### src/rtl/serial_addsub_ctrl.sv
// Bit-serial add/subtract: one full-adder cell reused LSB-first over WIDTH clocks.
// Optional signed-overflow output is built only when SERIAL_ADDSUB_OVF_EN is defined.
module serial_addsub_ctrl #(
  parameter int WIDTH = 8
) (
  input  logic             clk_i,
  input  logic             rst_ni,
  input  logic             start_i,
  input  logic             sub_i,
  input  logic [WIDTH-1:0] a_i,
  input  logic [WIDTH-1:0] b_i,
  output logic             busy_o,
  output logic             done_o,
  output logic [WIDTH-1:0] result_o,
  output logic             cout_o,
  output logic             ovf_o
);

  localparam int CNT_W = $clog2(WIDTH + 1);
  localparam logic [CNT_W-1:0] LAST_BIT = CNT_W'(WIDTH - 1);

  typedef enum logic [1:0] {IDLE, RUN, DONE} state_e;

  state_e           state_q;
  logic [WIDTH-1:0] sa_q, sb_q, result_q;
  logic [WIDTH-2:0] acc_q;
  logic [CNT_W-1:0] cnt_q;
  logic             c_q, cout_q, busy_q, done_q;

  logic             sum_d, carry_d, msbStep;
  logic [WIDTH-1:0] acc_d;

  assign sum_d   = sa_q[0] ^ sb_q[0] ^ c_q;
  assign carry_d = (sa_q[0] & sb_q[0]) | (sa_q[0] & c_q) | (sb_q[0] & c_q);
  assign msbStep = (state_q == RUN) && (cnt_q == LAST_BIT);
  // acc keeps only the WIDTH-1 newest sum bits; the current bit completes the word.
  assign acc_d   = {sum_d, acc_q};

  always_ff @(posedge clk_i or negedge rst_ni) begin
    if (!rst_ni) begin
      state_q  <= IDLE;
      sa_q     <= '0;
      sb_q     <= '0;
      acc_q    <= '0;
      cnt_q    <= '0;
      c_q      <= 1'b0;
      result_q <= '0;
      cout_q   <= 1'b0;
      busy_q   <= 1'b0;
      done_q   <= 1'b0;
    end else begin
      case (state_q)
        IDLE, DONE: begin
          done_q <= 1'b0;
          if (start_i) begin
            sa_q    <= a_i;
            sb_q    <= sub_i ? ~b_i : b_i;
            c_q     <= sub_i;
            cnt_q   <= '0;
            acc_q   <= '0;
            busy_q  <= 1'b1;
            state_q <= RUN;
          end else begin
            state_q <= IDLE;
          end
        end
        RUN: begin
          sa_q  <= {1'b0, sa_q[WIDTH-1:1]};
          sb_q  <= {1'b0, sb_q[WIDTH-1:1]};
          acc_q <= acc_d[WIDTH-1:1];
          c_q   <= carry_d;
          cnt_q <= cnt_q + CNT_W'(1);
          if (cnt_q == LAST_BIT) begin
            result_q <= acc_d;
            cout_q   <= carry_d;
            busy_q   <= 1'b0;
            done_q   <= 1'b1;
            state_q  <= DONE;
          end
        end
        default: begin
          busy_q  <= 1'b0;
          done_q  <= 1'b0;
          state_q <= IDLE;
        end
      endcase
    end
  end

`ifdef SERIAL_ADDSUB_OVF_EN
  logic cmsb_q;

  // Carry into the MSB is the pre-update carry at the last step; it pairs with cout.
  always_ff @(posedge clk_i or negedge rst_ni) begin
    if (!rst_ni) begin
      cmsb_q <= 1'b0;
    end else if (msbStep) begin
      cmsb_q <= c_q;
    end
  end

  assign ovf_o = cmsb_q ^ cout_q;
`else
  logic unusedMsb;
  assign unusedMsb = msbStep;
  assign ovf_o     = 1'b0;
`endif

  assign busy_o   = busy_q;
  assign done_o   = done_q;
  assign result_o = result_q;
  assign cout_o   = cout_q;

endmodule

### config.mk
export PLATFORM = sky130hd
export DESIGN_NAME = serial_addsub_ctrl
export DESIGN_NICKNAME = d
export VERILOG_FILES = /design/src/rtl/serial_addsub_ctrl.sv
export SDC_FILE = /design/constraint.sdc
export NUM_CORES = 1
export LEC_CHECK = 0
export ABC_AREA = 1
export CELL_PAD_IN_SITES_DETAIL_PLACEMENT = 1
export CELL_PAD_IN_SITES_GLOBAL_PLACEMENT = 1
export CORE_ASPECT_RATIO = 0.6
export CORE_UTILIZATION = 40
export CTS_CLUSTER_DIAMETER = 80
export CTS_CLUSTER_SIZE = 30
export DETAILED_ROUTE_END_ITERATION = 8
export PLACE_DENSITY = 0.86
export SETUP_SLACK_MARGIN = 0.02
export SYNTH_ARGS = -nofsm -noshare
export SYNTH_HDL_FRONTEND = slang
export SYNTH_SLANG_ARGS = --single-unit
### constraint.sdc
create_clock -name clk_i -period 2.6 [get_ports clk_i]
set_input_delay 0.78 -clock clk_i [delete_from_list [all_inputs] [get_ports clk_i]]
set_output_delay 0.78 -clock clk_i [all_outputs]
set_load 0.05 [all_outputs]
# After elaboration in Yosys (flattened, before gate mapping)
# Index checks and enable logic that the tools add are counted.
word_totals:
  register_bits: 41
  output_inout_bits: 12
  inputBits: 20
  word_cells: 49
op_classes:
  reduce_logical: 6
  n_eq_ne: 5
  addsub: 1
  n_mux: 19
  n_bitwise: 8
ops:
  columns: ["op", "count"]
  rows:
  - ["$pmux 8 s2", 2]
  - ["$mux 8", 3]
  - ["$pmux 7 s2", 1]
  - ["$not 8->8", 1]
  - ["$pmux 4 s2", 1]
  - ["$mux 7", 1]
  - ["$mux 1", 6]
  - ["$reduce_and 2->1", 3]
  - ["$add 4x1->4 const B", 1]
  - ["$eq 4x3->1 const B", 1]
  - ["$mux 4", 1]
  - ["$pmux 1 s2", 2]
  - ["$pmux 2 s2", 1]
  - ["$and 1x1->1", 3]
  - ["$eq 2x1->1 const B", 1]
  - ["$eq 2x2->1 const B", 1]
  - ["$logic_not 2->1", 1]
  - ["$mux 2", 1]
  - ["$ne 2x1->1 const B", 1]
  - ["$ne 2x2->1 const B", 1]
  - ["$or 1x1->1", 2]
  - ["$reduce_bool 2->1", 1]
  - ["$reduce_or 2->1", 1]
  - ["$xor 1x1->1", 2]

# Logic depth before layout (Yosys ltp)
# Gate-level depths: netlist of the first run.
logic_depth:
  depth_word: 4
  ltp_mapped: 7
  ltp_nobuf: 6

# Worst setup path after synthesis of the first run
# No wires, ideal clock.
synth_path:
  kind: "input to register"
  start: "in sub_i"
  end: "reg sb_q[3]"
  required_time_ns: 2.476
  slack_ns: 1.165
  stages: 4
  setup_time_ns: 0.124
  path_buffers: 1
  arrival_ns: 1.311
  cell_sequence: "buf_2 -> or2_2 -> nand3_1 -> nand3_1"
synth_via:
  elab_chain_len: 3
synth_rtl:
  columns: ["item", "line_no", "source"]
  rows:
  - ["from (decl)", "9", "input logic sub_i,"]
  - ["$mux 8", "57", "sb_q <= sub_i ? ~b_i : b_i;"]
  - ["$mux 8", "55", "if (start_i) begin"]
  - ["$pmux 8 s2", "52", "case (state_q)"]
  - ["to (signal assigned)", "57", null]
  - ["to (signal assigned)", "69", "sb_q <= {1'b0, sb_q[WIDTH-1:1]};"]
  - ["to (decl)", "25", "logic [WIDTH-1:0] sa_q, sb_q, result_q;"]
# No other way between the ends. The select of a mux whose other input is x is not followed.
# A chain may end at the register's enable or synchronous reset.

# Final worst setup path of the first run
layout_path:
  start: "reg done_q (netlist: done_o)"
  end: "out done_o"
layout_rtl:
  columns: ["item", "line_no", "source"]
  rows:
  - ["from (decl)", "28", "logic c_q, cout_q, busy_q, done_q;"]
  - ["from (signal assigned)", "50", "done_q <= 1'b0;"]
  - ["from (signal assigned)", "54", "done_q <= 1'b0;"]
  - ["from (signal assigned)", "77", "done_q <= 1'b1;"]
  - ["to (decl)", "13", "output logic done_o,"]
# No word-level cell between the ends.

==> results of run 1 <==
## worst paths after layout
check                                         from                 endpoint  depth (start not counted)
min                                         rst_ni  result_o[5]$_DFFE_PN0P_                          1
max reg2reg                 state_q[0]$_DFFE_PN0P_          c_q$_DFFE_PN0P_                          5
min reg2reg                result_o[4]$_DFFE_PN0P_  result_o[4]$_DFFE_PN0P_                          2
max                             done_o$_DFFE_PN0P_                   done_o                          1
min in group clk_i         result_o[4]$_DFFE_PN0P_  result_o[4]$_DFFE_PN0P_                          2
max in group asynchronous                   rst_ni     cnt_q[0]$_DFFE_PN0P_                          2
## kinds of logic after synthesis
kind of cell	synth area share (%)
flops	53.8
buf+inv	7.53
other cells	0.201
compound gates	2.82
fa+ha+maj	1.75
simple gates	33.9
## registers in the layout, summed over array words and instances, names as in the netlist
| name | count |
|---|---|
| acc_q | 7 |
| busy_o | 1 |
| c_q | 1 |
| cnt_q | 4 |
| cout_o | 1 |
| done_o | 1 |
| result_o | 8 |
| sa_q | 8 |
| sb_q | 8 |
| state_q | 1 |
## layout make-up
type / count / area share [%]
sequential: 40 / 43.5
clock buffer: 8 / 3.92
inverter: 21 / 3.43
tap: 60 / 3.27
timing repair buffer: 35 / 14.5
multi-input combinational: 162 / 31.4
## cell usage in the layout (no fill, tap or decap), types with 2 or more instances in the layout
master           instances
buf_4                    5
clkbuf_1                 2
clkdlybuf4s50_1         29
nand3_1                 29
a21oi_1                  2
nand2_2                  2
inv_1                   20
clkbuf_8                 6
dfrtp_1                 40
nor2_1                  15
or2_2                    3
o22ai_1                  6
nand2_1                 97
## where the power goes
| part | total, uW | switching, uW | internal, uW |
|---|---|---|---|
| registers | 1100 | 195 | 907 |
| clock network | 441 | 224 | 217 |
| logic | 1370 | 909 | 458 |
## per-stage QoR
step / hold slack [ps] / worst slack [ps] / util, %
after floorplan: 442 / 1160 / -
after global placement: 454 / 479 / 51.6
after detailed placement: 459 / 456 / 51.6
after CTS: 459 / 289 / 53.7
after global routing: 465 / 255 / 53.7
final: 441 / 304 / 53.7
## routing by layer
layer,vias to the layer above,routed length (um),track usage [%]
met5,-,0,0
met4,0,79,9.14
met3,9,179,6.94
met2,31,2100,35.5
met1,760,2250,27.0
li1,783,-,-
==> flow_summary.json, run 1 <==
{
  "status": "finished clean",
  "n_antenna_cell": 0,
  "cp-start-kind": "flop",
  "initial_core_util_pct": 43.5,
  "first_pass_iters": 4,
  "vias_per_cell": 4.86,
  "fin_crit_sh_pct": 88.3,
  "rsz0062_at_grt": "no",
  "power_leakage_uw": 0.00118,
  "syn-num-nets": 255,
  "synth_area_leaders": "dfrtp_1 (54%), nand2_1 (20%), nand3_1 (7.8%), inv_1 (4.0%), nor2_1 (3.0%)",
  "hp-class": "in -> async",
  "ioPinCount": 32,
  "drv_slew": 0,
  "seq_area_um2": 1000,
  "cp_max_fo": 3,
  "tns_ps": 0,
  "crit_path_max_incr_delay_ps": 820,
  "routed_wl_um": 4610,
  "drtIter0Drc": 99,
  "layout_min_cycle_time_ps": 2300,
  "multi_input_area_um2": 721,
  "skew_ps": 5.19,
  "grt-ovfl-total": 0,
  "drive_gt1_share_pct": 7.89,
  "post_synth.cell_area_avg_um2": 7.99,
  "yosys-top-cells-count": "nand2_1 (97), dfrtp_1 (40), nand3_1 (29), inv_1 (20), nor2_1 (15)",
  "crit_required_ps": 1820,
  "postCtsHoldBufs": 0,
  "ys_warn_count": 0,
  "worst-path-buf-inv": 1,
  "htreeDepth": 2,
  "num-fill-cells": 518,
  "max-cap-violations": 0,
  "postRouteAntennaNets": 0,
  "cts_made_buffers": 5,
  "ys_seq_elements": 40,
  "clock_latency_ps": 300,
  "slowest_stage": "clkdlybuf4s50_1",
  "grt_pass1_wl_um": 7680,
  "antenna_found_initial": 0,
  "synthToLayoutAreaGrowth_pct": 23.5,
  "cts_tree": "done",
  "synth_top_area_share_pct": 53.8,
  "ff2ff_setup_slack_ps": 1070,
  "io_buffers": 30,
  "slew_headroom_pct": 63.6,
  "synth_flop_cell": "dfrtp_1",
  "post_cts_buffers": 0,
  "route.vias.total": 1583,
  "final_cell_area_um2": 2300,
  "hold_violations": 0,
  "die_area_um2": 4940,
  "ys_async_sr_fraction_pct": 100,
  "synth_area_um2": 1860,
  "post_drt_wl_per_cell_um": 14.1,
  "clock_sinks": 40,
  "synth_edf_count": 0,
  "final_cells": 326,
  "critPathTopFamily": "buffers and inverters",
  "die_w_um": 90.1,
  "fp.dieH_um": 54.8,
  "clock_path_buffers": 2,
  "grt_use_total_pct": 21.6,
  "fin_nets": 287,
  "grt_pass1_vias": 1596,
  "crit_chain": "clkdlybuf4s50_1",
  "power-per-cell-area_nw_per_um2": 1270,
  "path_clk_slew_ps": 80,
  "synth_most_common_cell": "nand2_1",
  "ys_types": 21,
  "syn_inst": 233,
  "tightest_slew_ps": 545,
  "synth_largest_area_cell": "dfrtp_1",
  "remaining_drc_errors": 0,
  "setup_viol": 0,
  "grt_max_degree": 23,
  "dp_cells": 318,
  "placed_area_um2": 2210,
  "gp_congestion": 0.782,
  "arrival_ps": 1520,
  "hpwl_um": 3350,
  "cts_resized": 0,
  "fp-row-count": 18,
  "critical_path_class": "reg -> out",
  "core_um2": 4280,
  "ys_seq_area_share_pct": 53.8,
  "cts-root-buf": "clkbuf_8",
  "ir_worst_vdd_v": 0.000375,
  "end_kind": "output pin",
  "max_freq_ghz": 0.436,
  "fin_total_pwr_uw": 2910
}
No activity file was read; power rests on OpenSTA's default activity.
==> inputs of run 2 (changes only) <==
- SKIP_CTS_REPAIR_TIMING: not set -> 1
==> results of run 2 <==
The final DEF is identical to that of run 1; final timing and power are the same.
